<file path="config.mk">
export PLATFORM = sky130hd
export DESIGN_NAME = line_tap121_filter_flat
export DESIGN_NICKNAME = d
export VERILOG_FILES = /design/src/rtl/line_tap121_filter_pkg.sv /design/src/rtl/line_tap121_filter_if.sv /design/src/rtl/line_tap121_filter_tap3_window.sv /design/src/rtl/line_tap121_filter.sv /design/src/flat_wrapper.sv
export SDC_FILE = /design/constraint.sdc
export NUM_CORES = 1
export LEC_CHECK = 0
export CORE_MARGIN = 2
export CORE_UTILIZATION = 35
export DETAILED_ROUTE_END_ITERATION = 12
export DONT_BUFFER_PORTS = 1
export PLACE_DENSITY = 0.59
export SLEW_MARGIN = 20
export SYNTH_ARGS = -nofsm -noshare
export SYNTH_HDL_FRONTEND = slang
export SYNTH_SLANG_ARGS = --single-unit
export TNS_END_PERCENT = 20
</file>
<file path="constraint.sdc">
create_clock -name clk -period 6.15 [get_ports clk]
set_clock_uncertainty 0.15 [all_clocks]
set_input_delay 0.9225 -clock clk [delete_from_list [all_inputs] [get_ports clk]]
set_output_delay 0.9225 -clock clk [all_outputs]
set_load 0.02 [all_outputs]
</file>
<file path="src/rtl/line_tap121_filter_pkg.sv">
`default_nettype none
// ============================================================================
//  Module   : line_tap121_filter_pkg
//  Purpose  : Shared types and constants for the horizontal 1-2-1 line filter.
//             Holds the frame FSM encoding, pixel and sum widths, the
//             rounding constants and the read-to-write pipeline latency.
//  Ports    : none (package)
//  Revision : 1.0  initial release
// ============================================================================
package line_tap121_filter_pkg;

   localparam int PIX_W     = 8;    // greyscale pixel width
   localparam int SUM_W     = 10;   // l + 2c + r, max 1020
   localparam int RND_ADD   = 2;    // round-half-up offset before /4
   localparam int RND_SHIFT = 2;    // kernel normalisation (divide by 4)
   localparam int WR_LAT    = 4;    // address-present to write-strobe latency

   typedef enum logic [1:0] {
      ST_IDLE  = 2'd0,
      ST_READ  = 2'd1,
      ST_GAP   = 2'd2,
      ST_DRAIN = 2'd3
   } state_t;

endpackage
`default_nettype wire

</file>
<file path="src/rtl/line_tap121_filter_if.sv">
`default_nettype none
// ============================================================================
//  Module   : line_tap121_filter_if
//  Purpose  : Frame handshake plus source/destination RAM bus of the filter.
//  Signals  : start/busy/done           frame handshake
//             src_addr/src_oe/src_rd_q  source RAM, 1-cycle registered read
//             dst_addr/dst_we/dst_wr_data destination RAM write port
//  Modports : master - the filter core
//             slave  - the surrounding system (controller + RAMs)
//  Revision : 1.0  initial release
// ============================================================================
interface line_tap121_filter_if #(
   parameter int ADDR_WIDTH = 8
);
   import line_tap121_filter_pkg::*;

   logic                  start;
   logic                  busy;
   logic                  done;
   logic [ADDR_WIDTH-1:0] src_addr;
   logic                  src_oe;
   logic [PIX_W-1:0]      src_rd_q;
   logic [ADDR_WIDTH-1:0] dst_addr;
   logic                  dst_we;
   logic [PIX_W-1:0]      dst_wr_data;

   modport master (
      input  start,
      input  src_rd_q,
      output busy,
      output done,
      output src_addr,
      output src_oe,
      output dst_addr,
      output dst_we,
      output dst_wr_data
   );

   modport slave (
      output start,
      output src_rd_q,
      input  busy,
      input  done,
      input  src_addr,
      input  src_oe,
      input  dst_addr,
      input  dst_we,
      input  dst_wr_data
   );

endinterface
`default_nettype wire

</file>
<file path="src/rtl/line_tap121_filter_tap3_window.sv">
`default_nettype none
// ============================================================================
//  Module   : line_tap121_filter_tap3_window
//  Purpose  : 3-entry pixel shift register (left/centre/right) with row-edge
//             replication.
//  Ports    : clk, rst_n        clock, async active-low reset
//             i_load            first pixel of a row: fill all taps with i_pix
//             i_shift           interior pixel: shift i_pix in on the right
//             i_rep             row end: shift, replicating the right tap
//             i_pix             incoming pixel
//             o_left/o_centre/o_right  current window
//  Revision : 1.0  initial release
// ============================================================================
module line_tap121_filter_tap3_window
   import line_tap121_filter_pkg::*;
(
   input  wire logic             clk,
   input  wire logic             rst_n,
   input  wire logic             i_load,
   input  wire logic             i_shift,
   input  wire logic             i_rep,
   input  wire logic [PIX_W-1:0] i_pix,
   output logic      [PIX_W-1:0] o_left,
   output logic      [PIX_W-1:0] o_centre,
   output logic      [PIX_W-1:0] o_right
);

   logic [PIX_W-1:0] r_left;
   logic [PIX_W-1:0] r_centre;
   logic [PIX_W-1:0] r_right;

   // Loading all three taps on column 0 both replicates the left edge and
   // flushes the previous row, so no window ever spans two rows.
   always_ff @(posedge clk or negedge rst_n) begin
      if (!rst_n) begin
         r_left   <= '0;
         r_centre <= '0;
         r_right  <= '0;
      end else if (i_load) begin
         r_left   <= i_pix;
         r_centre <= i_pix;
         r_right  <= i_pix;
      end else if (i_shift) begin
         r_left   <= r_centre;
         r_centre <= r_right;
         r_right  <= i_pix;
      end else if (i_rep) begin
         r_left   <= r_centre;
         r_centre <= r_right;
      end
   end

   assign o_left   = r_left;
   assign o_centre = r_centre;
   assign o_right  = r_right;

endmodule
`default_nettype wire

</file>
<file path="src/rtl/line_tap121_filter.sv">
`default_nettype none
// ============================================================================
//  Module   : line_tap121_filter
//  Purpose  : Streams a ROWS x COLS greyscale frame from a source RAM, applies
//             a [1 2 1]/4 horizontal kernel with edge replication and writes
//             the result to a destination RAM at the same linear address.
//  Ports    : clk    clock
//             rst_n  asynchronous active-low reset
//             bus    line_tap121_filter_if.master (handshake + RAM buses)
//  Revision : 1.0  initial release
// ============================================================================
module line_tap121_filter
   import line_tap121_filter_pkg::*;
#(
   parameter int ADDR_WIDTH = 8,
   parameter int COLS       = 16,
   parameter int ROWS       = 16
) (
   input  wire logic             clk,
   input  wire logic             rst_n,
   line_tap121_filter_if.master  bus
);

   localparam int COL_W = (COLS > 1) ? $clog2(COLS) : 1;
   localparam int ROW_W = (ROWS > 1) ? $clog2(ROWS) : 1;
   localparam logic [COL_W-1:0]      LAST_COL  = COL_W'(COLS - 1);
   localparam logic [ROW_W-1:0]      LAST_ROW  = ROW_W'(ROWS - 1);
   localparam logic [ADDR_WIDTH-1:0] LAST_ADDR = ADDR_WIDTH'(ROWS * COLS - 1);

   state_t                r_state;
   logic [COL_W-1:0]      r_col;
   logic [ROW_W-1:0]      r_row;
   logic                  r_rd_vld;    // src_rd_q carries valid data this cycle
   logic                  r_rd_first;  // ... and it is column 0
   logic                  r_rd_last;   // ... and it is column COLS-1
   logic                  r_edge;      // cycle after the last pixel of a row
   logic                  r_win_vld;   // window holds a complete output column
   logic [ADDR_WIDTH-1:0] r_wr_ptr;

   logic                  w_accept;
   logic                  w_last_wr;
   logic [PIX_W-1:0]      w_left;
   logic [PIX_W-1:0]      w_centre;
   logic [PIX_W-1:0]      w_right;
   logic [SUM_W-1:0]      w_sum;
   logic [SUM_W-1:0]      w_sum_rnd;
   logic [PIX_W-1:0]      w_pix;

   // A start landing on the done cycle is deliberately dropped.
   assign w_accept  = (r_state == ST_IDLE) && bus.start && !bus.done;
   assign w_last_wr = bus.dst_we && (bus.dst_addr == LAST_ADDR);

   // ------------------------------------------------------------------
   // Frame FSM and source address generation
   // ------------------------------------------------------------------
   always_ff @(posedge clk or negedge rst_n) begin
      if (!rst_n) begin
         r_state      <= ST_IDLE;
         r_col        <= '0;
         r_row        <= '0;
         bus.busy     <= 1'b0;
         bus.done     <= 1'b0;
         bus.src_oe   <= 1'b0;
         bus.src_addr <= '0;
      end else begin
         bus.done <= 1'b0;
         case (r_state)
            ST_IDLE: begin
               if (w_accept) begin
                  r_state      <= ST_READ;
                  bus.busy     <= 1'b1;
                  bus.src_oe   <= 1'b1;
                  bus.src_addr <= '0;
                  r_col        <= '0;
                  r_row        <= '0;
               end
            end
            ST_READ: begin
               if (r_col == LAST_COL) begin
                  // Address holds through the gap; it advances on re-entry.
                  r_state    <= ST_GAP;
                  bus.src_oe <= 1'b0;
               end else begin
                  r_col        <= r_col + COL_W'(1);
                  bus.src_addr <= bus.src_addr + ADDR_WIDTH'(1);
               end
            end
            ST_GAP: begin
               if (r_row == LAST_ROW) begin
                  r_state <= ST_DRAIN;
               end else begin
                  r_state      <= ST_READ;
                  bus.src_oe   <= 1'b1;
                  bus.src_addr <= bus.src_addr + ADDR_WIDTH'(1);
                  r_col        <= '0;
                  r_row        <= r_row + ROW_W'(1);
               end
            end
            ST_DRAIN: begin
               if (w_last_wr) begin
                  r_state  <= ST_IDLE;
                  bus.busy <= 1'b0;
                  bus.done <= 1'b1;
               end
            end
            default: r_state <= ST_IDLE;
         endcase
      end
   end

   // ------------------------------------------------------------------
   // Read-data tracking: r_col describes the address presented this
   // cycle, so registering it aligns it with the returning data.
   // ------------------------------------------------------------------
   always_ff @(posedge clk or negedge rst_n) begin
      if (!rst_n) begin
         r_rd_vld   <= 1'b0;
         r_rd_first <= 1'b0;
         r_rd_last  <= 1'b0;
         r_edge     <= 1'b0;
         r_win_vld  <= 1'b0;
      end else begin
         r_rd_vld   <= bus.src_oe;
         r_rd_first <= (r_col == '0);
         r_rd_last  <= (r_col == LAST_COL);
         r_edge     <= r_rd_vld && r_rd_last;
         // Column 0 data alone cannot produce an output; every later
         // column yields the previous column, and the edge cycle yields
         // the last one.
         r_win_vld  <= (r_rd_vld && !r_rd_first) || r_edge;
      end
   end

   line_tap121_filter_tap3_window u_window (
      .clk      (clk),
      .rst_n    (rst_n),
      .i_load   (r_rd_vld && r_rd_first),
      .i_shift  (r_rd_vld && !r_rd_first),
      .i_rep    (r_edge),
      .i_pix    (bus.src_rd_q),
      .o_left   (w_left),
      .o_centre (w_centre),
      .o_right  (w_right)
   );

   // ------------------------------------------------------------------
   // Kernel: (l + 2c + r + 2) >> 2; max 1022 fits SUM_W, result fits PIX_W
   // ------------------------------------------------------------------
   assign w_sum     = SUM_W'(w_left) + (SUM_W'(w_centre) << 1) + SUM_W'(w_right);
   assign w_sum_rnd = w_sum + SUM_W'(RND_ADD);
   assign w_pix     = w_sum_rnd[SUM_W-1:RND_SHIFT];

   // ------------------------------------------------------------------
   // Destination write register; data and address hold while idle
   // ------------------------------------------------------------------
   always_ff @(posedge clk or negedge rst_n) begin
      if (!rst_n) begin
         bus.dst_we      <= 1'b0;
         bus.dst_addr    <= '0;
         bus.dst_wr_data <= '0;
         r_wr_ptr        <= '0;
      end else begin
         bus.dst_we <= r_win_vld;
         if (w_accept) begin
            r_wr_ptr     <= '0;
            bus.dst_addr <= '0;
         end else if (r_win_vld) begin
            bus.dst_wr_data <= w_pix;
            bus.dst_addr    <= r_wr_ptr;
            r_wr_ptr        <= r_wr_ptr + ADDR_WIDTH'(1);
         end
      end
   end

endmodule
`default_nettype wire

</file>
<file path="src/flat_wrapper.sv">
// flat-port wrapper written by rule: the top's interface ports become plain ports
module line_tap121_filter_flat import line_tap121_filter_pkg::*;
#(
   parameter int ADDR_WIDTH = 8,
   parameter int COLS       = 16,
   parameter int ROWS       = 16
)
  (clk, rst_n, bus_start, bus_src_rd_q, bus_busy, bus_done, bus_src_addr, bus_src_oe, bus_dst_addr, bus_dst_we, bus_dst_wr_data);
  line_tap121_filter_if #(.ADDR_WIDTH(ADDR_WIDTH)) bus_i ();
  input  wire logic clk;
  input  wire logic rst_n;
  input wire logic [$bits(bus_i.start)-1:0] bus_start;
  input wire logic [$bits(bus_i.src_rd_q)-1:0] bus_src_rd_q;
  output wire logic [$bits(bus_i.busy)-1:0] bus_busy;
  output wire logic [$bits(bus_i.done)-1:0] bus_done;
  output wire logic [$bits(bus_i.src_addr)-1:0] bus_src_addr;
  output wire logic [$bits(bus_i.src_oe)-1:0] bus_src_oe;
  output wire logic [$bits(bus_i.dst_addr)-1:0] bus_dst_addr;
  output wire logic [$bits(bus_i.dst_we)-1:0] bus_dst_we;
  output wire logic [$bits(bus_i.dst_wr_data)-1:0] bus_dst_wr_data;
  assign bus_i.start = bus_start;
  assign bus_i.src_rd_q = bus_src_rd_q;
  assign bus_busy = bus_i.busy;
  assign bus_done = bus_i.done;
  assign bus_src_addr = bus_i.src_addr;
  assign bus_src_oe = bus_i.src_oe;
  assign bus_dst_addr = bus_i.dst_addr;
  assign bus_dst_we = bus_i.dst_we;
  assign bus_dst_wr_data = bus_i.dst_wr_data;
  line_tap121_filter #(.ADDR_WIDTH(ADDR_WIDTH), .COLS(COLS), .ROWS(ROWS)) u_core (.clk(clk), .rst_n(rst_n), .bus(bus_i));
endmodule
</file>
### Word-level counts from Yosys, hierarchy flattened

Cells that the tools add are included.

* bits in registers: 75
* input bits: 11
* output and inout bits: 28
* word-level logic and storage cells: 96

* add/subtract/negate cells: 7
* equal/unequal tests: 11
* muxes and demuxes: 35
* bitwise logic cells: 1
* reduce and logical (&&, ||, !) cells: 23

Operators by type and width (number)
* 2-to-1 mux 8 bit: 15
* case mux 8 bit (3 select lines): 1
* adder 8 x 1 -> 8 bit (second input constant): 2
* 2-to-1 mux 4 bit: 4
* case mux 4 bit (3 select lines): 1
* adder 10 x 2 -> 10 bit (second input constant): 1
* adder 10 x 8 -> 10 bit: 1
* adder 8 x 9 -> 10 bit: 1
* AND reduction 3 bit: 3
* adder 4 x 1 -> 4 bit (second input constant): 2
* equality test 4 bit (second input constant): 2
* equality test 8 bit (second input constant): 1
* 2-to-1 mux 2 bit: 4
* case mux 2 bit (4 select lines): 1
* case mux 4 bit (2 select lines): 1
* AND reduction 4 bit: 2
* nonzero test 2 bit: 4
* logical AND 1 bit: 6
* 2-to-1 mux 1 bit: 6
* inequality test 2 x 1 -> 1 bit (second input constant): 3
* nonzero test 3 bit: 2
* equality test 2 bit (second input constant): 2
* logical NOT 4 bit: 1
* inequality test 2 bit (second input constant): 2
* 8 further kinds: 9

### Logic depth before layout (Yosys ltp)

Gate-level depths: netlist of the first run.

* word-level depth: 5
* mapped depth: 8
* mapped depth without buffers: 8

### Hierarchy

A second synthesis of the first run with hierarchy kept.

* cells, all modules: 387
* area total of the unflattened synthesis: 4011.3 um^2

By module, submodules not included
* line_tap121_filter: times used 1, cells an instance 286, area each 2904.0 um^2, seq. area each 1276.2 um^2
* line_tap121_filter_tap3_window: times used 1, cells an instance 101, area each 1107.3 um^2, seq. area each 600.6 um^2

### Worst setup path after synthesis of the first run

Ideal clock, no wire load.

* kind: flip-flop to flip-flop
* start point: reg u_core.u_window.r_centre[1], in the netlist u_core.u_window.o_centre[1]
* end point: reg u_core.bus.dst_wr_data[5]
* setup time: 0.069 ns
* arrival time: 2.043 ns
* data required time: 5.931 ns
* setup slack: 3.889 ns
* stages on the path, launching flop included: 7
* buffers on the path: 0
* clock period less this slack: 2.261 ns
* cell sequence: dfrtp_1 -> fa_1 -> ha_1 -> o21ai_0 -> o21a_1 -> or4_1 -> nand3_1

* word-level cells in the longest chain between the ends: 3

RTL lines
* start: declaration: RTL line line_tap121_filter_tap3_window.sv:29 `logic [PIX_W-1:0] r_centre;`
* start signal: assignment: RTL line line_tap121_filter_tap3_window.sv:41 `r_centre <= i_pix;`
* start signal: assignment: RTL line line_tap121_filter_tap3_window.sv:45 `r_centre <= r_right;`
* start signal: assignment: RTL line line_tap121_filter_tap3_window.sv:49 `r_centre <= r_right;`
* adder 8 x 9 -> 10 bit: RTL line line_tap121_filter.sv:149 `assign w_sum = SUM_W'(w_left) + (SUM_W'(w_centre) << 1) + SUM_W'(w_right);`
* adder 10 x 8 -> 10 bit: RTL line line_tap121_filter.sv:149
* adder 10 x 2 -> 10 bit: RTL line line_tap121_filter.sv:150 `assign w_sum_rnd = w_sum + SUM_W'(RND_ADD);`
* end signal: assignment: RTL line line_tap121_filter.sv:168 `bus.dst_wr_data <= w_pix;`
* end: declaration: RTL line line_tap121_filter_if.sv:36 `output dst_wr_data`

Every way passes these cells.
A chain may end at the register's enable or synchronous reset.

### Worst setup path in the final report of the first run

Ends and elaborated chain as after synthesis.

==> results of run 1 <==
[layout make-up]
cell class | instances | area share, %
Timing Repair Buffer | 1 | 0.167
Sequential cell | 75 | 41.7
Multi-Input combinational cell | 296 | 46.3
Inverter | 19 | 1.59
Tap cell | 143 | 3.98
Clock buffer | 12 | 5.70
Clock inverter | 4 | 0.556
[logic make-up after synthesis]
family | count (synthesis) | synth area share, %
AO/OA/AOI/OAI | 115 | 18.1
XOR/XNOR | 9 | 1.92
adder cells (fa/ha/maj) | 26 | 9.01
buffers and inverters | 38 | 3.74
flip-flops | 75 | 45.6
multiplexers | 21 | 5.35
AND/OR/NAND/NOR | 125 | 16.2
[placed cells by master, fill, tap and decap left out, types with 3 or more instances in the layout]
master / n
sky130_fd_sc_hd__dfrtp_1: 75
sky130_fd_sc_hd__o21ai_0: 34
sky130_fd_sc_hd__nand2_1: 28
sky130_fd_sc_hd__a21oi_1: 26
sky130_fd_sc_hd__nor2_1: 26
sky130_fd_sc_hd__ha_1: 20
sky130_fd_sc_hd__inv_1: 19
sky130_fd_sc_hd__a211oi_1: 19
sky130_fd_sc_hd__nand3_1: 16
sky130_fd_sc_hd__mux2i_1: 13
sky130_fd_sc_hd__nor2b_1: 12
sky130_fd_sc_hd__clkbuf_16: 9
sky130_fd_sc_hd__nand2b_1: 8
sky130_fd_sc_hd__mux2_2: 8
sky130_fd_sc_hd__fa_1: 6
sky130_fd_sc_hd__nand4_1: 5
sky130_fd_sc_hd__xnor2_1: 5
sky130_fd_sc_hd__nand3b_1: 5
sky130_fd_sc_hd__nor3_1: 5
sky130_fd_sc_hd__a31oi_1: 5
sky130_fd_sc_hd__o221ai_1: 5
sky130_fd_sc_hd__xor2_1: 4
sky130_fd_sc_hd__a22o_1: 4
sky130_fd_sc_hd__o32ai_1: 3
sky130_fd_sc_hd__o211ai_1: 3
sky130_fd_sc_hd__and3_1: 3
sky130_fd_sc_hd__o31ai_1: 3
[routing by layer]
| metal | track usage (%) | up-vias |
|---|---|---|
| met4 | 4.47 | 0 |
| met1 | 18.3 | 1475 |
| met5 | 0 | - |
| met2 | 22.4 | 40 |
| li1 | - | 1474 |
| met3 | 5.35 | 10 |
[worst max path at each step]
stage | startpoint | cells after the start | end | slack, ns
4_1_cts | u_core.u_window.o_centre[1] | 6 | u_core.bus.dst_wr_data[5] | 3.72
2_1_floorplan | u_core.u_window.o_centre[1] | 6 | u_core.bus.dst_wr_data[5] | 3.89
3_5_place_dp | u_core.u_window.o_centre[1] | 6 | u_core.bus.dst_wr_data[5] | 3.72
5_1_grt | u_core.u_window.o_centre[1] | 6 | u_core.bus.dst_wr_data[6] | 3.54
6_report | u_core.u_window.o_centre[1] | 6 | u_core.bus.dst_wr_data[5] | 3.71
3_3_place_gp | u_core.u_window.o_centre[1] | 6 | u_core.bus.dst_wr_data[5] | 3.81
[flip-flops by register name, indices dropped and copies added (netlist names)]
register                  cells
u_core.bus.busy               1
u_core.bus.done               1
u_core.bus.dst_addr           8
u_core.bus.dst_we             1
u_core.bus.dst_wr_data        8
u_core.bus.src_addr           8
u_core.bus.src_oe             1
u_core.r_col                  4
u_core.r_edge                 1
u_core.r_rd_first             1
u_core.r_rd_last              1
u_core.r_rd_vld               1
u_core.r_row                  4
u_core.r_state                2
u_core.r_win_vld              1
u_core.r_wr_ptr               8
u_core.u_window.o_centre      8
u_core.u_window.o_left        8
u_core.u_window.o_right       8
[metrics by stage]
stage / cells / area, um2
2_1_floorplan: 409 / 4110
3_3_place_gp: 534 / 4220
3_5_place_dp: 534 / 4220
4_1_cts: 550 / 4500
5_1_grt: 550 / 4500
6_report: 550 / 4500
[report_power, final]
part	internal (mW)	total, mW	switching, mW
registers	0.642	0.897	0.255
clock network	0.294	0.491	0.197
logic	0.385	0.884	0.499
total	1.32	2.27	0.951
==> results.txt, run 1 <==
The actual slew at the worst max-slew pin was 0.965 ns; the worst-case headroom to the max-slew limit was 35.7%. The placement row count was 39. The critical path start-end classification is flop to flop. For flop-to-flop paths, the worst setup slack is 3.71 ns. Setup slack of the critical path after layout: 3.71 ns. Detailed routing placed a total of 434 um of wire on met3. The die height works out to 112 um. For the max-slew violation count, the log shows 0.

Met2 wire length: 4.00 mm. The worst path uses 39.7% of the clock period. Dividing total power by cell area gives a power density of 505 nW/um2. Total iterations of the first detailed-routing run: 4.

The min-delay analysis places its worst path in the category primary input to async pin. The most common cell in the synthesized netlist is sky130_fd_sc_hd__dfrtp_1. The Yosys step of the flow raised 0 warnings. The number of different library cells used by synthesis comes to 51.

Across the run, the number of max-cap violations was 0. The average via count per standard cell was 5.45. The largest net degree at the start of global routing is 76.

The tools report the quantity of hold-fixing buffers added after cts as 0. Sorting the synthesized cells by how often they occur yields sky130_fd_sc_hd__dfrtp_1, sky130_fd_sc_hd__o21ai_0, sky130_fd_sc_hd__nand2_1, sky130_fd_sc_hd__a21oi_1, sky130_fd_sc_hd__nor2_1. For the last weighted congestion value of the routability-driven placer, the log shows 0.800.

By area the synthesized netlist is led by sky130_fd_sc_hd__dfrtp_1, sky130_fd_sc_hd__ha_1, sky130_fd_sc_hd__o21ai_0. Among all flip-flop cells after synthesis, the most frequent one is sky130_fd_sc_hd__dfrtp_1. The tools report the category of the worst setup path launch point as a flop. After detailed routing, the number of remaining DRC violations is 0.

The routed length per placed instance is 15.1 um, and the count of input and output buffers is 0. The tools report the via count of the first global-routing pass as 2911. The run gives 45.6% as the fraction of the yosys area taken by sequential cells.

Setup repair after global routing left no endpoint under its margin. The top layer used by detailed routing is met4. The number of cells on the worst reg-to-reg path is 6. At the later pin of the worst-skew pair, clock insertion delay measures 0.33 ns. Buffers added to address setup during post-CTS repair amount to 0. The final global-route overflow total was 0. The first routing iteration left 124 violations.

The tools report the global-route wire length before repair as 14.5 mm. The flow ran to the end, and the final reports show no timing, DRC or antenna violations. For the worst endpoint data arrival time, the log shows 2.56 ns.

The clock root buffer master is sky130_fd_sc_hd__clkbuf_16. The antenna cell count is 0. Yosys mapped a number of flops with a built-in enable equal to 0. The total of flip-flops plus latches after synthesis is 75, and the number of hold-slack violations in the final timing report is 0.

Along the worst path, the maximum fanout reaches 5. The final route contains 2999 vias. IR analysis of the VDD net gives a maximum drop of 0.257 mV.

Of the cells placed in the final design, the portion with a size suffix greater than 1 is 6.63%. The proportion of netlist area held by the largest area contributor was 45.6%; the final wirelength was 8.30 mm. The largest single stage delay on the critical path is 0.49 ns. Counting flops with an async set or reset pin after synthesis yields a share of 100%. The design draws 2.27 mW. The number of levels the H-tree was split into was 3; the count of nets after finishing was 439. Traced cell by cell, the critical path runs through fa_1 > ha_1 > o21ai_0 > o21a_1 > or4_1 > nand3_1.

The final critical delay including setup and external delays came out at 2.44 ns. The total setup violations reported at the end of the flow was 0; the utilization of the core after routing was 39.2%. The global routing usage summed across all routing layers was 14.2%. Type of destination of the critical path: a flop. The worst register-to-register path begins at u_core.u_window.o_centre[1]. Summing all multi-input logic gate instances after layout gives 2080 um2. For the count of mapped cells out of synthesis, the log shows 409. For this design, the slowest cell found on the critical path is sky130_fd_sc_hd__or4_1.

TritonCTS buffer count: 9. Total standard cell area after synthesis: 4110 um2. The run gives 2 as the maximum clock insertion buffer count. In this design, the largest share of critical-path delay is due to adder cells.

Synthesis produced a netlist with a net count of 446. After filler insertion, the fill cell instance count of the layout stands at 1118. Of all cell types, the one taking the most synthesized area is sky130_fd_sc_hd__dfrtp_1. Counting both buffers and inverters, the worst setup path holds a total of 0.

For this configuration, the core starts out at a cell density of 35.9%. The width of the die works out to 112 um. Area of the die: 12600 um2.

The I/O pin count is 39. The worst register-to-register path ends at u_core.bus.dst_wr_data[5]. The average instance area after synthesis is 10.1 um2, and the count of antenna-violating nets left after detailed routing is 0.

After clock tree synthesis, the clock-pin slew on the worst setup and hold paths is 0.06 ns. Summed over all nets, the half-perimeter wirelength after detailed placement is 5.78 mm. Across all hold checks on the routed design, the worst slack comes to 0.132 ns. For the final routed database, the setup TNS stands at 0 ns.

The TritonCTS sink count was 75; the core box area was 11500 um2. For this run, the top clock speed supported by timing is 0.410 GHz. Registers take 1880 um2. The run gives 0 as the number of instances resized during post-cts repair. The worst setup slack after placement is 3.72 ns. The initial antenna violation count came out at 0. TritonCTS built the clock tree. In the final routing, the length of wire on met1 measures 3.74 mm.

The analysis attributes to cell leakage a power of 1.92 nW. The layout-stage area growth over the synthesis result was 9.37%; the data required time at the worst endpoint was 6.27 ns.
No activity file was read; power rests on OpenSTA's default activity.
==> inputs of run 2 (changes only) <==
==> constraint.sdc (replaced) <==
create_clock -name clk -period 2.4 [get_ports clk]
set_clock_uncertainty 0.15 [all_clocks]
set_input_delay 0.36 -clock clk [delete_from_list [all_inputs] [get_ports clk]]
set_output_delay 0.36 -clock clk [all_outputs]
set_load 0.02 [all_outputs]
==> results.txt, run 2 (synthesis results as in run 1) <==
The flow ran to the end, and the final reports show no timing, DRC or antenna violations. The initial antenna violation count is 0 (unchanged). STA classifies the critical path endpoint as a flop. The upper clock frequency limit is 0.430 GHz (+4.8%). STA classifies the critical path startpoint as a flop. The total setup violations reported at the end of the flow was 0 (unchanged); the count of nets after finishing was 451 (+2.7%). The post-CTS clock slew at the launch and capture registers of the worst setup and hold paths came out at 0.06 ns (about the same).

The power share of the clock group was 19.8% (-1.8 points). Slack of the worst reg-to-reg path: 0.07 ns (-3.64 ns). The number of violations reported at the end of detailed-routing iteration 0 came out at 153 (+23%). The family with the most delay on the worst path was adder cells. The worst register-to-register path begins at u_core.u_window.o_centre[2].

The average via count per standard cell is 5.42 (-0.56%), and the count of input and output buffers is 0 (unchanged). The worst hold path terminates at u_core.u_window.o_right[7]. The top cell types in the final layout, fill and taps aside, are sky130_fd_sc_hd__dfrtp_1, sky130_fd_sc_hd__o21ai_0, sky130_fd_sc_hd__nand2_1. The global-route wire length before repair came out at 14.4 mm (-0.57%). The logs give 2 (unchanged) for the maximum clock insertion buffer count and 0 (unchanged) for the max-slew violation count. The logs give 3.57 mW (+170%) for the internal power component and 0.780 mV (+200%) for the largest vdd supply drop.

The last weighted congestion value of the routability-driven placer was 0.784 (-2.0%); the number of buffer and inverter stages on the critical path was 0 (unchanged). The tools report the clock root buffer master as sky130_fd_sc_hd__clkbuf_16. The initial standard-cell utilization of the core was 35.9% (unchanged). The actual slew at the worst max-slew pin was 1.00 ns (+0.0380 ns). For the net switching power figure, the log shows 2.55 mW (+170%). The tools report the post-detailed-placement half-perimeter wirelength as 5.85 mm (+1.3%).

Layout-stage area growth over the synthesis result: 12.6%. The run gives 76 (unchanged) as the largest net degree at the start of global routing. Traced cell by cell, the critical path runs through fa_1 > ha_4 > o21ai_1 > o21a_1 > or4_1 > nand3_1. The tools report the total design power as 6.12 mW (+170%). Switching portion of total power: 41.7% (-0.20 points). The die height was 112 um (unchanged). The count of vias placed by the detailed router came out at 3042 (+1.4%). Setup repair after global routing could not meet its margin everywhere.

The TritonCTS sink count is 75 (unchanged). The share of post-route cells with drive strength above 1 was 9.81% (+3.2 points). The cell depth of the worst flop-to-flop path is 6 (unchanged).

The most common cell after layout, fill and taps aside was sky130_fd_sc_hd__dfrtp_1. The worst-case headroom to the max-slew limit came out at 33.1% (-2.5 points). The worst setup path is of the flop to flop kind.

The data required time at the worst endpoint is 2.52 ns (-3.75 ns), and the final routed DRC violation total is 0 (unchanged). The via count of the first global-routing pass is 2875 (-1.2%), and the critical path's largest stage delay is 0.52 ns (+0.03 ns). The run gives 0 (unchanged) as the count of max-cap constraint violations.

The library cell contributing the largest single delay on the critical path was sky130_fd_sc_hd__fa_1. The logs give 0.0210 ns (-0.111 ns) for the tightest hold margin and 14.2% (-0.049 points) for the global routing usage summed across all routing layers. The final global-route overflow total was 0 (unchanged); the total iterations of the first detailed-routing run was 6 (+2). The endpoint of the lowest-slack register-to-register path is u_core.bus.dst_wr_data[5]. For the power share of the sequential group, the log shows 36.7% (-2.8 points). The count of antenna-violating nets left after detailed routing is 0 (unchanged), and the final critical delay including setup and external delays is 2.33 ns (-0.112 ns). Class of the tightest hold or removal check: primary input to flop. For the antenna cell count, the log shows 0 (unchanged). Area of the die: 12600 um2 (unchanged). The worst hold path begins at bus_src_rd_q[7].

For the setup slack of the critical path after layout, the log shows 0.0734 ns (-3.64 ns). Number of cells on the worst hold path: 1. TritonCTS built the clock tree. The logs give 0 (unchanged) for the number of hold-slack violations in the final timing report and 43.5% (+4.6 points) for the combinational group share of total power.

The tools report the core box area as 11500 um2 (unchanged). The total power per unit cell area is 1320 nW/um2 (+160%). Worst endpoint data arrival time: 2.45 ns (-0.11 ns).

The routed length per placed instance was 15.1 um (+0.35%); the width of the die was 112 um (unchanged). The I/O pin count is 39 (unchanged), and the share of the clock period used by the worst path is 96.9% (+57 points). The worst setup slack after placement is 0.0225 ns (-3.70 ns), and the placement row count is 39 (unchanged).

The leakage power summed over all cells is 1.99 nW (+3.5%). The logs give 9 (unchanged) for the TritonCTS buffer count and 3 (unchanged) for the number of levels the H-tree was split into. The clock insertion delay at the later pin of the skew report is 0.34 ns (about the same), and the peak fanout along the critical path is 3 (-2).

The final wirelength came out at 8.50 mm (+2.4%).
[run 2: worst max path at each step]
stage | start | cells after the start | end
final | u_core.u_window.o_centre[2] | 6 | u_core.bus.dst_wr_data[5]
after global routing | u_core.u_window.o_left[3] | 6 | u_core.bus.dst_wr_data[5]
after CTS | u_core.u_window.o_centre[1] | 6 | u_core.bus.dst_wr_data[6]
after detailed placement | u_core.u_window.o_centre[2] | 6 | u_core.bus.dst_wr_data[5]
after global placement | u_core.u_window.o_centre[2] | 6 | u_core.bus.dst_wr_data[5]
after floorplan | u_core.u_window.o_centre[1] | 6 | u_core.bus.dst_wr_data[5]
[run 2: per-layer routing]
metal | routed length (um) | global-route usage [%] | vias to the layer above | part of all wire [%]
li1 | - | - | 1497 | -
met1 | 3930 | 18.7 | 1495 | 46
met2 | 4050 | 22.0 | 38 | 48
met3 | 350 | 3.67 | 12 | 4.1
met4 | 170 | 6.59 | 0 | 2.0
met5 | 0 | 0 | - | 0
[run 2: layout make-up]
cell class                      count  area [um2]
Fill cell                        1135        6840
Multi-Input combinational cell    296        2120
Clock inverter                      3        15.0
Timing Repair Buffer               13         120
Sequential cell                    75        1880
Clock buffer                       12         246
Tap cell                          143         179
Inverter                           19        71.3
[run 2: repair_timing]
action | CTS | global route
pin swaps | 0 | 2
hold buffers | 2 | 0
setup buffers | 0 | 1
resized for setup | 1 | 7
setup endpoints to repair | 1 | 6
hold endpoints to repair | 75 | 0
[run 2: metrics by stage]
| stage | utilization [%] | cells | setup TNS (ns) | cell area, um2 |
|---|---|---|---|---|
| 2_1_floorplan | - | 409 | 0 | 4110 |
| 3_3_place_gp | 37.4 | 543 | 0 | 4280 |
| 3_5_place_dp | 37.4 | 543 | 0 | 4280 |
| 4_1_cts | 40.0 | 560 | 0 | 4580 |
| 5_1_grt | 40.4 | 561 | -0.00652 | 4630 |
| 6_report | 40.4 | 561 | 0 | 4630 |
[run 2: power by group through the flow]
stage / clock [mW] / combinational, mW / sequential (mW)
floorplan: 0 / 1.95 / 2.13
global placement: 0 / 2.40 / 2.25
detailed placement: 0 / 2.46 / 2.28
CTS: 1.25 / 2.52 / 2.25
global route: 1.32 / 3.02 / 2.32
finish: 1.22 / 2.66 / 2.24
